File: config.mk
export PLATFORM = sky130hd
export DESIGN_NAME = reg_bank_wr_arbiter
export DESIGN_NICKNAME = d
export VERILOG_FILES = /design/src/rtl/reg_bank_pkg.sv /design/src/rtl/rr_arbiter.sv /design/src/rtl/reg_bank_wr_arbiter.sv
export SDC_FILE = /design/constraint.sdc
export NUM_CORES = 1
export LEC_CHECK = 0
export CELL_PAD_IN_SITES_DETAIL_PLACEMENT = 2
export CELL_PAD_IN_SITES_GLOBAL_PLACEMENT = 2
export CORE_MARGIN = 2
export CORE_UTILIZATION = 25
export CTS_BUF_LIST = sky130_fd_sc_hd__clkbuf_2
export DETAILED_ROUTE_END_ITERATION = 8
export GPL_TIMING_DRIVEN = 0
export PLACE_DENSITY = 0.92
export SLEW_MARGIN = 20
export SYNTH_ARGS = -nofsm -noshare
export SYNTH_HDL_FRONTEND = slang
export SYNTH_SLANG_ARGS = --single-unit
File: constraint.sdc
create_clock -name CLK -period 2.3 [get_ports CLK]
set_input_delay 0.69 -clock CLK [delete_from_list [all_inputs] [get_ports CLK]]
set_output_delay 0.69 -clock CLK [all_outputs]
set_load 0.01 [all_outputs]
File: src/rtl/reg_bank_pkg.sv
// Shared register-bank parameters and the write-arbiter FSM state type.
package reg_bank_pkg;
  localparam int WIDTH      = 32;
  localparam int TOTAL_REGS = 16;
  localparam int ADDR_W     = $clog2(TOTAL_REGS);

  typedef enum logic {IDLE, CLEAR} wr_arb_state_t;
endpackage

File: src/rtl/rr_arbiter.sv
// Combinational round-robin arbiter: one-hot grant to the first requester
// at or after ptr, searching upward with wrap.
module rr_arbiter #(
  parameter int N = 2,
  localparam int PW = (N > 1) ? $clog2(N) : 1
) (
  input  logic [N-1:0]  req,
  input  logic [PW-1:0] ptr,
  output logic [N-1:0]  grant
);
  int   idx;
  logic found;

  always_comb begin
    grant = '0;
    found = 1'b0;
    idx   = 0;
    for (int k = 0; k < N; k++) begin
      idx = int'(ptr) + k;
      if (idx >= N) idx = idx - N;
      if (!found && req[idx]) begin
        grant[idx] = 1'b1;
        found      = 1'b1;
      end
    end
  end
endmodule

File: src/rtl/reg_bank_wr_arbiter.sv
// Shares the reg_bank write port among N_REQ writeback requesters and runs
// a bank-clear sweep through the same port.
module reg_bank_wr_arbiter #(
  parameter int WIDTH      = reg_bank_pkg::WIDTH,
  parameter int TOTAL_REGS = reg_bank_pkg::TOTAL_REGS,
  parameter int N_REQ      = 2,
  localparam int ADDR_W    = $clog2(TOTAL_REGS),
  localparam int GW        = $clog2(N_REQ)
) (
  input  logic                    CLK,
  input  logic                    RST_N,
  input  logic [N_REQ-1:0]        REQ_VALID,
  input  logic [N_REQ*ADDR_W-1:0] REQ_ADDR,
  input  logic [N_REQ*WIDTH-1:0]  REQ_DATA,
  output logic [N_REQ-1:0]        REQ_READY,
  input  logic                    CLEAR_REQ,
  output logic                    BUSY,
  output logic [GW-1:0]           GRANT_ID,
  output logic                    WE3,
  output logic [ADDR_W-1:0]       RA3,
  output logic [WIDTH-1:0]        WD3
);
  import reg_bank_pkg::*;

  wr_arb_state_t     state_q;
  logic [GW-1:0]     ptr_q;
  logic [GW-1:0]     gid_d;
  logic [GW-1:0]     gid_q;
  logic [ADDR_W:0]   cnt_q;
  logic              we_q;
  logic [ADDR_W-1:0] ra_q;
  logic [WIDTH-1:0]  wd_q;
  logic [N_REQ-1:0]  grant;
  logic              accept;

  rr_arbiter #(.N(N_REQ)) u_rr (
    .req   (REQ_VALID),
    .ptr   (ptr_q),
    .grant (grant)
  );

  // A clear request in IDLE wins over any pending writeback that cycle.
  assign REQ_READY = (state_q == IDLE && !CLEAR_REQ) ? grant : '0;
  assign accept    = |REQ_READY;

  always_comb begin
    gid_d = '0;
    for (int i = 0; i < N_REQ; i++)
      if (grant[i]) gid_d = GW'(i);
  end

  always_ff @(posedge CLK) begin
    if (!RST_N) begin
      state_q <= IDLE;
      ptr_q   <= '0;
      cnt_q   <= '0;
      we_q    <= 1'b0;
      ra_q    <= '0;
      wd_q    <= '0;
      gid_q   <= '0;
    end else begin
      case (state_q)
        IDLE: begin
          if (CLEAR_REQ) begin
            state_q <= CLEAR;
            cnt_q   <= '0;
            we_q    <= 1'b0;
          end else if (accept) begin
            we_q  <= 1'b1;
            ra_q  <= REQ_ADDR[gid_d*ADDR_W +: ADDR_W];
            wd_q  <= REQ_DATA[gid_d*WIDTH +: WIDTH];
            gid_q <= gid_d;
            ptr_q <= (gid_d == GW'(N_REQ-1)) ? '0 : gid_d + 1'b1;
          end else begin
            we_q <= 1'b0;
          end
        end
        CLEAR: begin
          we_q  <= 1'b1;
          ra_q  <= cnt_q[ADDR_W-1:0];
          wd_q  <= '0;
          cnt_q <= cnt_q + 1'b1;
          if (cnt_q == (ADDR_W+1)'(TOTAL_REGS-1)) state_q <= IDLE;
        end
      endcase
    end
  end

  assign BUSY     = (state_q == CLEAR);
  assign GRANT_ID = gid_q;
  assign WE3      = we_q;
  assign RA3      = ra_q;
  assign WD3      = wd_q;
endmodule

### Word level (Yosys, flattened, before mapping)

Index checks and enable logic that the tools add are counted.

* input bits: 77
* register bits: 45

* shifts and indexed selects: 2
* multiplexer cells: 32
* bitwise gates (word level): 3
* $add $sub $neg: 5
* order comparisons: 6
* eq/ne operators: 4
* reductions and logical operators: 9

Operator list (number)
* two-way mux 32 bit: 4
* >= comparator 32 x 1 -> 1 bit (second input constant): 2
* < comparator 32 x 3 -> 1 bit (second input constant): 2
* one-hot mux 32 bit (2 select lines): 1
* variable part select 64 x 7 -> 32 bit: 1
* >= comparator 32 x 3 -> 1 bit (second input constant): 1
* subtractor 32 x 3 -> 32 bit (second input constant): 1
* two-way mux 1 bit: 15
* one-hot mux 5 bit (2 select lines): 1
* two-way mux 4 bit: 2
* one-hot mux 4 bit (2 select lines): 1
* variable part select 8 x 4 -> 4 bit: 1
* two-way mux 2 bit: 3
* != test 2 bit (second input constant): 3
* adder 5 x 1 -> 5 bit (second input constant): 1
* == test 5 x 4 -> 1 bit (second input constant): 1
* two-way mux 5 bit: 1
* logical AND 1 bit: 4
* one-hot mux 1 bit (2 select lines): 2
* AND reduction 3 bit: 1
* subtractor 1 x 2 -> 3 bit (second input constant): 1
* adder 1 x 1 -> 2 bit (second input constant): 1
* demux 1 bit (select 1 bit): 2
* >= comparator 1 x 2 -> 1 bit (second input constant): 1
* 6 further kinds: 8

### Logic depth before layout (Yosys ltp)

Gate-level depths: netlist (run 1).

* word-level depth: 14
* mapped depth: 6

### Modules after synthesis

Synthesis (run 1) repeated with hierarchy kept, for this count alone.

* cells, all modules: 245
* area, all modules: 2214.6 µm²

By module, submodules not included
* reg_bank_wr_arbiter: cells each 242, area each 2195.9 µm², times used 1, seq. area each 900.9 µm²
* rr_arbiter: cells each 3, area each 18.8 µm², times used 1, seq. area each 0.0 µm²

### Least setup slack after synthesis (run 1)

Ideal clock, no wire load.

* path kind: input to output
* start point: in REQ_VALID[0]
* end point: out REQ_READY[1]
* data required time: 1.610 ns
* path slack: 0.372 ns
* stages on the path: 4
* data arrival time: 1.238 ns
* buffers on the path: 1
* path through: inv_2 o21ai_2 buf_6 nor3_1

* longest elaborated chain between the ends: 8

Ends and longest elaborated chain
* from (decl): RTL line reg_bank_wr_arbiter.sv:12 `input logic [N_REQ-1:0] REQ_VALID,`
* two-way mux 1 bit (not written as such) (3 in a row): RTL line rr_arbiter.sv:21 `if (!found && req[idx]) begin`
* two-way mux 1 bit: RTL line rr_arbiter.sv:21
* zero test 1 bit: RTL line rr_arbiter.sv:21
* logical AND 1 bit: RTL line rr_arbiter.sv:21
* two-way mux 2 bit *: RTL line rr_arbiter.sv:21
* two-way mux 2 bit *: RTL line reg_bank_wr_arbiter.sv:43 `assign REQ_READY = (state_q == IDLE && !CLEAR_REQ) ? grant : '0;`
* to (decl): RTL line reg_bank_wr_arbiter.sv:15 `output logic [N_REQ-1:0] REQ_READY,`

Every way passes the cells marked *; elsewhere a longest branch is shown, timed or not. The select of a mux whose other input is x is not followed.

### Final worst setup path (run 1)

Ends and elaborated chain as after synthesis.

==> run_results.csv, run 1 <==
group,metric,value,unit
timing,slew_violations,0,
timing,rsz0062_at_grt,"false",
power,finalPower,1.80,mW
floorplan,dieWidth,102,um
clock_network,cts_inserted_buffers,5,
clock_network,cts_root_buf,"clkbuf_2",
timing,min_period_over_period,0.948,
worst_setup_path,worstPathRequired,1.61,ns
status,status,"finished, final reports clean",
clock_network,htree_num_levels,2,
global_routing,grt_max_degree,13,
placed_design,place.gp.congestion,0.744,
clock_network,cts_max_path_buffers,2,
synth,synth_mux_area_frac,0.153,
hold_path,hold_class,"reg2reg",
synth,synth_area_per_cell,9.62,um^2
global_routing,use_met2,0.302,
power,p_leak,1.53,nW
detailed_routing,firstDrtPassIters,4,
clock_network,hold_buffers,0,
floorplan,num_rows,35,
detailed_routing,drc,0,
global_routing,grt_busiest_layer,"met2",
floorplan,ios,118,
synth,synth_edf_count,0,
global_routing,grtUsageTotal,0.159,
timing,setup_ws,0.119,ns
synth,yosys.cell_types.count,32,
synth,synth_xor_area_frac,0,
clock_network,clk_pin_slew_worst_paths,0.21,ns
placed_design,post_dp_cell_area,3740,um^2
global_routing,grt_pass1_wl,12900,um
global_routing,overflow,0,
global_routing,grt_pass1_vias,2609,
synth,synthSimpleGateAreaFrac,0.148,
clock_network,clock_latency,0.40,ns
timing,relSlewSlack,0.681,
worst_setup_path,arrival,1.49,ns
global_routing,grt_util_met3,0.0438,
timing,clock_skew,0.00833,ns
floorplan,die_height,102,um
timing,clock.fmax,459,MHz
synth,yosys_warnings,0,
synth,synth_compound_area_frac,0.233,
placed_design,portBuffers,116,
synth,synth_fa_ha_area_frac,0.0104,
floorplan,dieArea,10500,um^2
worst_setup_path,cp-end-kind,"primary output",
job,maxCapViolCount,0,
global_routing,antenna_found_initial,0,
finish,drive_gt1_frac,0.172,
finish,design_area,3800,um^2
detailed_routing,via_per_inst,4.58,
detailed_routing,wl_per_cell,16.2,um
global_routing,globalRouteMet1Util,0.176,
synth,synth_flop_cell,"dfxtp_1",
timing,worstMarginPinSlew,0.479,ns
detailed_routing,num_vias,2318,
floorplan,start_util,0.260,
timing,setup_viol,0,
power,ir_drop,0.172,mV
power,power.density,474,nW/um^2
finish,insertedDiodeCount,0,
synth,syn_area,2410,um^2
worst_setup_path,critPathMaxFanout,4,
synth,ys_async_sr_fraction,0,
detailed_routing,routed_wl,8210,um
clock_network,clock-sinks,45,
synth,synthCells,251,
synth,ys_seq_area_frac,0.373,
timing,setup-tns-final,0,ns
placed_design,place_ws,-0.733,ns
clock_network,cts_tree,"done",
detailed_routing,drtIter0Drc,28,
worst_setup_path,cp-start-kind,"input pin",
floorplan,core-area,9280,um^2
synth,syn_nets,330,
finish,layout_commonest_cell,"clkdlybuf4s50_1",
finish,layout_common_cells,"clkdlybuf4s50_1 (111), dfxtp_1 (44), mux2i_1 (37)",
detailed_routing,antenna_left,0,
finish,syn2layout_area_growth,57.3,%
finish,nets,456,
timing,period_needed,2.18,ns
worst_setup_path,path_class,"in2out",
placed_design,place_hpwl,6520,um
timing,hold_violations,0,
synth,synth_top_family_by_area,"compound AO/OA/AOI/OAI gates",
synth,synth-seq-cells,45,
[worst paths after layout]
path | slack [ns] | start | depth (start not counted) | endpoint
max | 0.12 | REQ_VALID[0] | 6 | REQ_READY[1]
min | 0.54 | RA3[3] | 2 | RA3[3]
max reg2reg | 0.76 | ptr_q | 6 | WD3[16]
min reg2reg | 0.54 | RA3[3] | 2 | RA3[3]
[metal layers]
metal	part of all wire	wire, um
met3	0.062	510
met5	0	0
met1	0.39	3240
met4	0.0052	43
met2	0.54	4420
[cells by family after synthesis]
kind of cell,Yosys count
AOI/OAI and AO/OA,81
adders and majority gates,2
buffers and inverters,25
DFF,45
muxes,37
and+or+nand+nor,61
[through the flow]
step / hold slack, ns / util / std cells
2_1_floorplan: 0.468 / - / 251
3_3_place_gp: 0.504 / 0.402 / 496
3_5_place_dp: 0.517 / 0.402 / 496
4_1_cts: 0.542 / 0.408 / 505
5_1_grt: 0.583 / 0.409 / 506
6_report: 0.540 / 0.409 / 506
[layout make-up]
cell class,instances,area (um^2)
timing repair buffer,119,1170
tap,129,161
multi-input combinational,181,1330
inverter,4,15.0
buffer,21,184
clock buffer,6,30.0
clock inverter,1,3.75
fill,1071,5490
sequential,45,902
[sequential cells by signal (all words and copies together) (netlist names)]
signal and flops:
ptr_q 1, RA3 4, cnt_q 5, WE3 1
WD3 32, BUSY 1, GRANT_ID 1
[worst max-delay path, cell delays in order]
cell and delay, ns:
dlygate4sd2_1 0.29, inv_2 0.07, o21ai_2 0.05, buf_6 0.13, nor3_4 0.11, buf_2 0.16
[cells in the mapped netlist, types with 2 or more instances]
master    count  area (um^2)
nand2_1       7         26.3
clkbuf_1      7         26.3
o21ai_0      36          180
nand3_1       5         25.0
buf_2         4         20.0
buf_12        3         60.1
o21a_1        2         15.0
and2_1        5         31.3
mux2i_1      37          370
dfxtp_1      45          901
and2b_1       2         15.0
a21oi_1       5         25.0
a21oi_2      30          263
nor2b_1      32          200
ha_1          2         25.0
o221ai_1      3         26.3
inv_1         3         11.3
nor3_1        3         15.0
nor2_1        2         7.51
buf_6         6         67.6
[what timing repair did]
action / 4_1_cts / 5_1_grt
hold endpoints to repair: 0 / 0
resized for setup: 11 / 6
setup buffers: 2 / 1
endpoints found under the setup margin: 2 / 2
cloned: 0 / 0
pin swaps: 1 / 0
[where the power goes]
group	total, mW	internal, mW	switching (mW)
registers	0.869	0.839	0.0299
logic	0.607	0.342	0.265
clock network	0.325	0.0710	0.254
total	1.80	1.25	0.549
(Power assumes the default switching activity.)
==> run 2, diff against run 1 <==
--- a/config.mk
+++ b/config.mk
@@ -7,9 +7,8 @@
 export LEC_CHECK = 0
 export CELL_PAD_IN_SITES_DETAIL_PLACEMENT = 2
 export CELL_PAD_IN_SITES_GLOBAL_PLACEMENT = 2
-export CORE_MARGIN = 2
+export CORE_MARGIN = 10
 export CORE_UTILIZATION = 25
-export CTS_BUF_LIST = sky130_fd_sc_hd__clkbuf_2
 export DETAILED_ROUTE_END_ITERATION = 8
 export GPL_TIMING_DRIVEN = 0
 export PLACE_DENSITY = 0.92
==> run_results.csv, run 2 (synthesized netlist as in run 1, its figures left out) <==
group,metric,value,unit
status,status,"finished, final reports clean",
worst_setup_path,arrival,1.53,ns
global_routing,grt_pass1_vias,2712,
finish,largest_reg_flops,32,
worst_setup_path,crit_family,"buffers and inverters",
power,power.density,546,nW/um^2
clock_network,cts_max_path_buffers,2,
finish,layout_common_cells,"clkdlybuf4s50_1 (111), dfxtp_1 (45), mux2i_1 (37)",
placed_design,portBuffers,116,
detailed_routing,drc,0,
detailed_routing,antenna_left,0,
worst_setup_path,path_class,"in2out",
power,finalPower,2.11,mW
global_routing,grtUsageTotal,0.127,
power,ir_drop,0.257,mV
global_routing,antenna_found_initial,0,
power,p_leak,1.56,nW
worst_setup_path,worstPathRequired,1.61,ns
worst_setup_path,r2r-end,"WD3[29]",
clock_network,cts_tree,"done",
detailed_routing,num_vias,2286,
timing,min_period_over_period,0.965,
worst_setup_path,cp_slowest_cell,"dlygate4sd2_1",
global_routing,grt_pass1_wl,14700,um
worst_setup_path,critPathMaxFanout,4,
clock_network,htree_num_levels,2,
hold_path,hp-start,"cnt_q[3]",
global_routing,overflow,0,
detailed_routing,via_per_inst,4.52,
worst_setup_path,max_stage_delay,0.28,ns
clock_network,hold_buffers,0,
timing,clock.fmax,451,MHz
clock_network,clock-sinks,45,
worst_setup_path,regToRegStartpoint,"ptr_q",
timing,rsz0062_at_grt,"false",
timing,slew_violations,0,
worst_setup_path,path_cells,"dlygate4sd2_1, inv_2, o21ai_2, buf_8, nor3_2, buf_2",
detailed_routing,firstDrtPassIters,4,
clock_network,cts_inserted_buffers,5,
finish,layout_commonest_cell,"clkdlybuf4s50_1",
hold_path,hold_class,"reg2reg",
worst_setup_path,cp-start-kind,"input pin",
finish,drive_gt1_frac,0.170,
clock_network,cts_root_buf,"clkbuf_8",
placed_design,place_ws,-0.773,ns
worst_setup_path,cp_num_buf_inv,4,
floorplan,ios,118,
timing,clock_skew,0.0146,ns
detailed_routing,wl_per_cell,18.1,um
floorplan,dieWidth,118,um
floorplan,dieArea,14000,um^2
worst_setup_path,cp-end-kind,"primary output",
finish,insertedDiodeCount,0,
detailed_routing,routed_wl,9150,um
placed_design,dp.cells,496,
floorplan,die_height,118,um
timing,whs,0.513,ns
worst_setup_path,critical_path_depth,6,
floorplan,start_util,0.259,
detailed_routing,drtIter0Drc,35,
timing,setup_ws,0.0813,ns
worst_setup_path,reg2reg_depth,6,
worst_setup_path,rrSetupSlack,0.74,ns
placed_design,post_dp_cell_area,3740,um^2
floorplan,core-area,9330,um^2
job,maxCapViolCount,0,
floorplan,num_rows,35,
finish,nets,455,
timing,relSlewSlack,0.669,
finish,layout.cells.non_filler,506,
timing,hold_violations,0,
finish,design_area,3870,um^2
worst_setup_path,crit_path_start,"REQ_VALID[0]",
global_routing,grt_max_degree,14,
timing,worstMarginPinSlew,0.497,ns
clock_network,clk_pin_slew_worst_paths,0.09,ns
timing,setup_viol,0,
finish,syn2layout_area_growth,60.4,%
timing,period_needed,2.22,ns
clock_network,clock_latency,0.30,ns
worst_setup_path,crit_end,"REQ_READY[1]",
placed_design,place.gp.congestion,0.759,
placed_design,place_hpwl,7370,um
hold_path,hold_path_depth,2,
-- run 2: cell types whose count changed in the layout (fill, tap and decap cells not counted), sizes merged --
cell / change
buf: -1
dlygate4sd2: -1
bufinv: +1
clkinv: -1
clkdlybuf4s15: +2
-- run 2: worst register-to-register path, delay by kind of cell (launching register included) --
family / cells / cell delay, ns
flops: 1 / 0.36
compound gates: 2 / 0.26
buf+inv: 3 / 0.55
mux: 1 / 0.27
-- run 2: metrics by stage --
step | utilization | TNS (ns)
floorplan | - | 0
global placement | 0.401 | -1.30
detailed placement | 0.401 | -1.51
CTS | 0.415 | 0
global route | 0.415 | 0
finish | 0.415 | 0
-- run 2: worst min path at each step --
stage / end
global route: RA3[3]
CTS: RA3[3]
global placement: RA3[3]
floorplan: RA3[3]
detailed placement: RA3[3]
finish: RA3[3]
-- run 2: final cells by class --
cell class                 count  area, um^2
buffer                        21         185
clock buffer                   7        86.3
clock inverter                 1        30.0
fill                        1030        5460
inverter                       4        15.0
multi-input combinational    181        1320
sequential                    45         901
tap                          129         161
timing repair buffer         118        1170
-- run 2: power breakdown --
| group | leakage (nW) | internal [mW] | total [mW] | switching (mW) |
|---|---|---|---|---|
| registers | 0.370 | 0.836 | 0.865 | 0.0283 |
| clock network | 0.0585 | 0.355 | 0.639 | 0.284 |
| logic | 1.13 | 0.341 | 0.611 | 0.270 |
| total | 1.56 | 1.53 | 2.11 | 0.582 |
-- run 2: routing by layer --
| metal | vias to the layer above | GRT usage | share of wire |
|---|---|---|---|
| met4 | 0 | 0.0162 | 0.0039 |
| met3 | 4 | 0.0471 | 0.070 |
| met2 | 68 | 0.237 | 0.52 |
| met1 | 1090 | 0.137 | 0.41 |
| met5 | - | 0 | 0 |
| li1 | 1124 | - | - |
-- run 2: repair_timing --
| item | CTS | global route |
|---|---|---|
| setup endpoints to repair | 2 | 0 |
| resized for setup | 15 | 0 |
| buffers inserted | 2 | 0 |
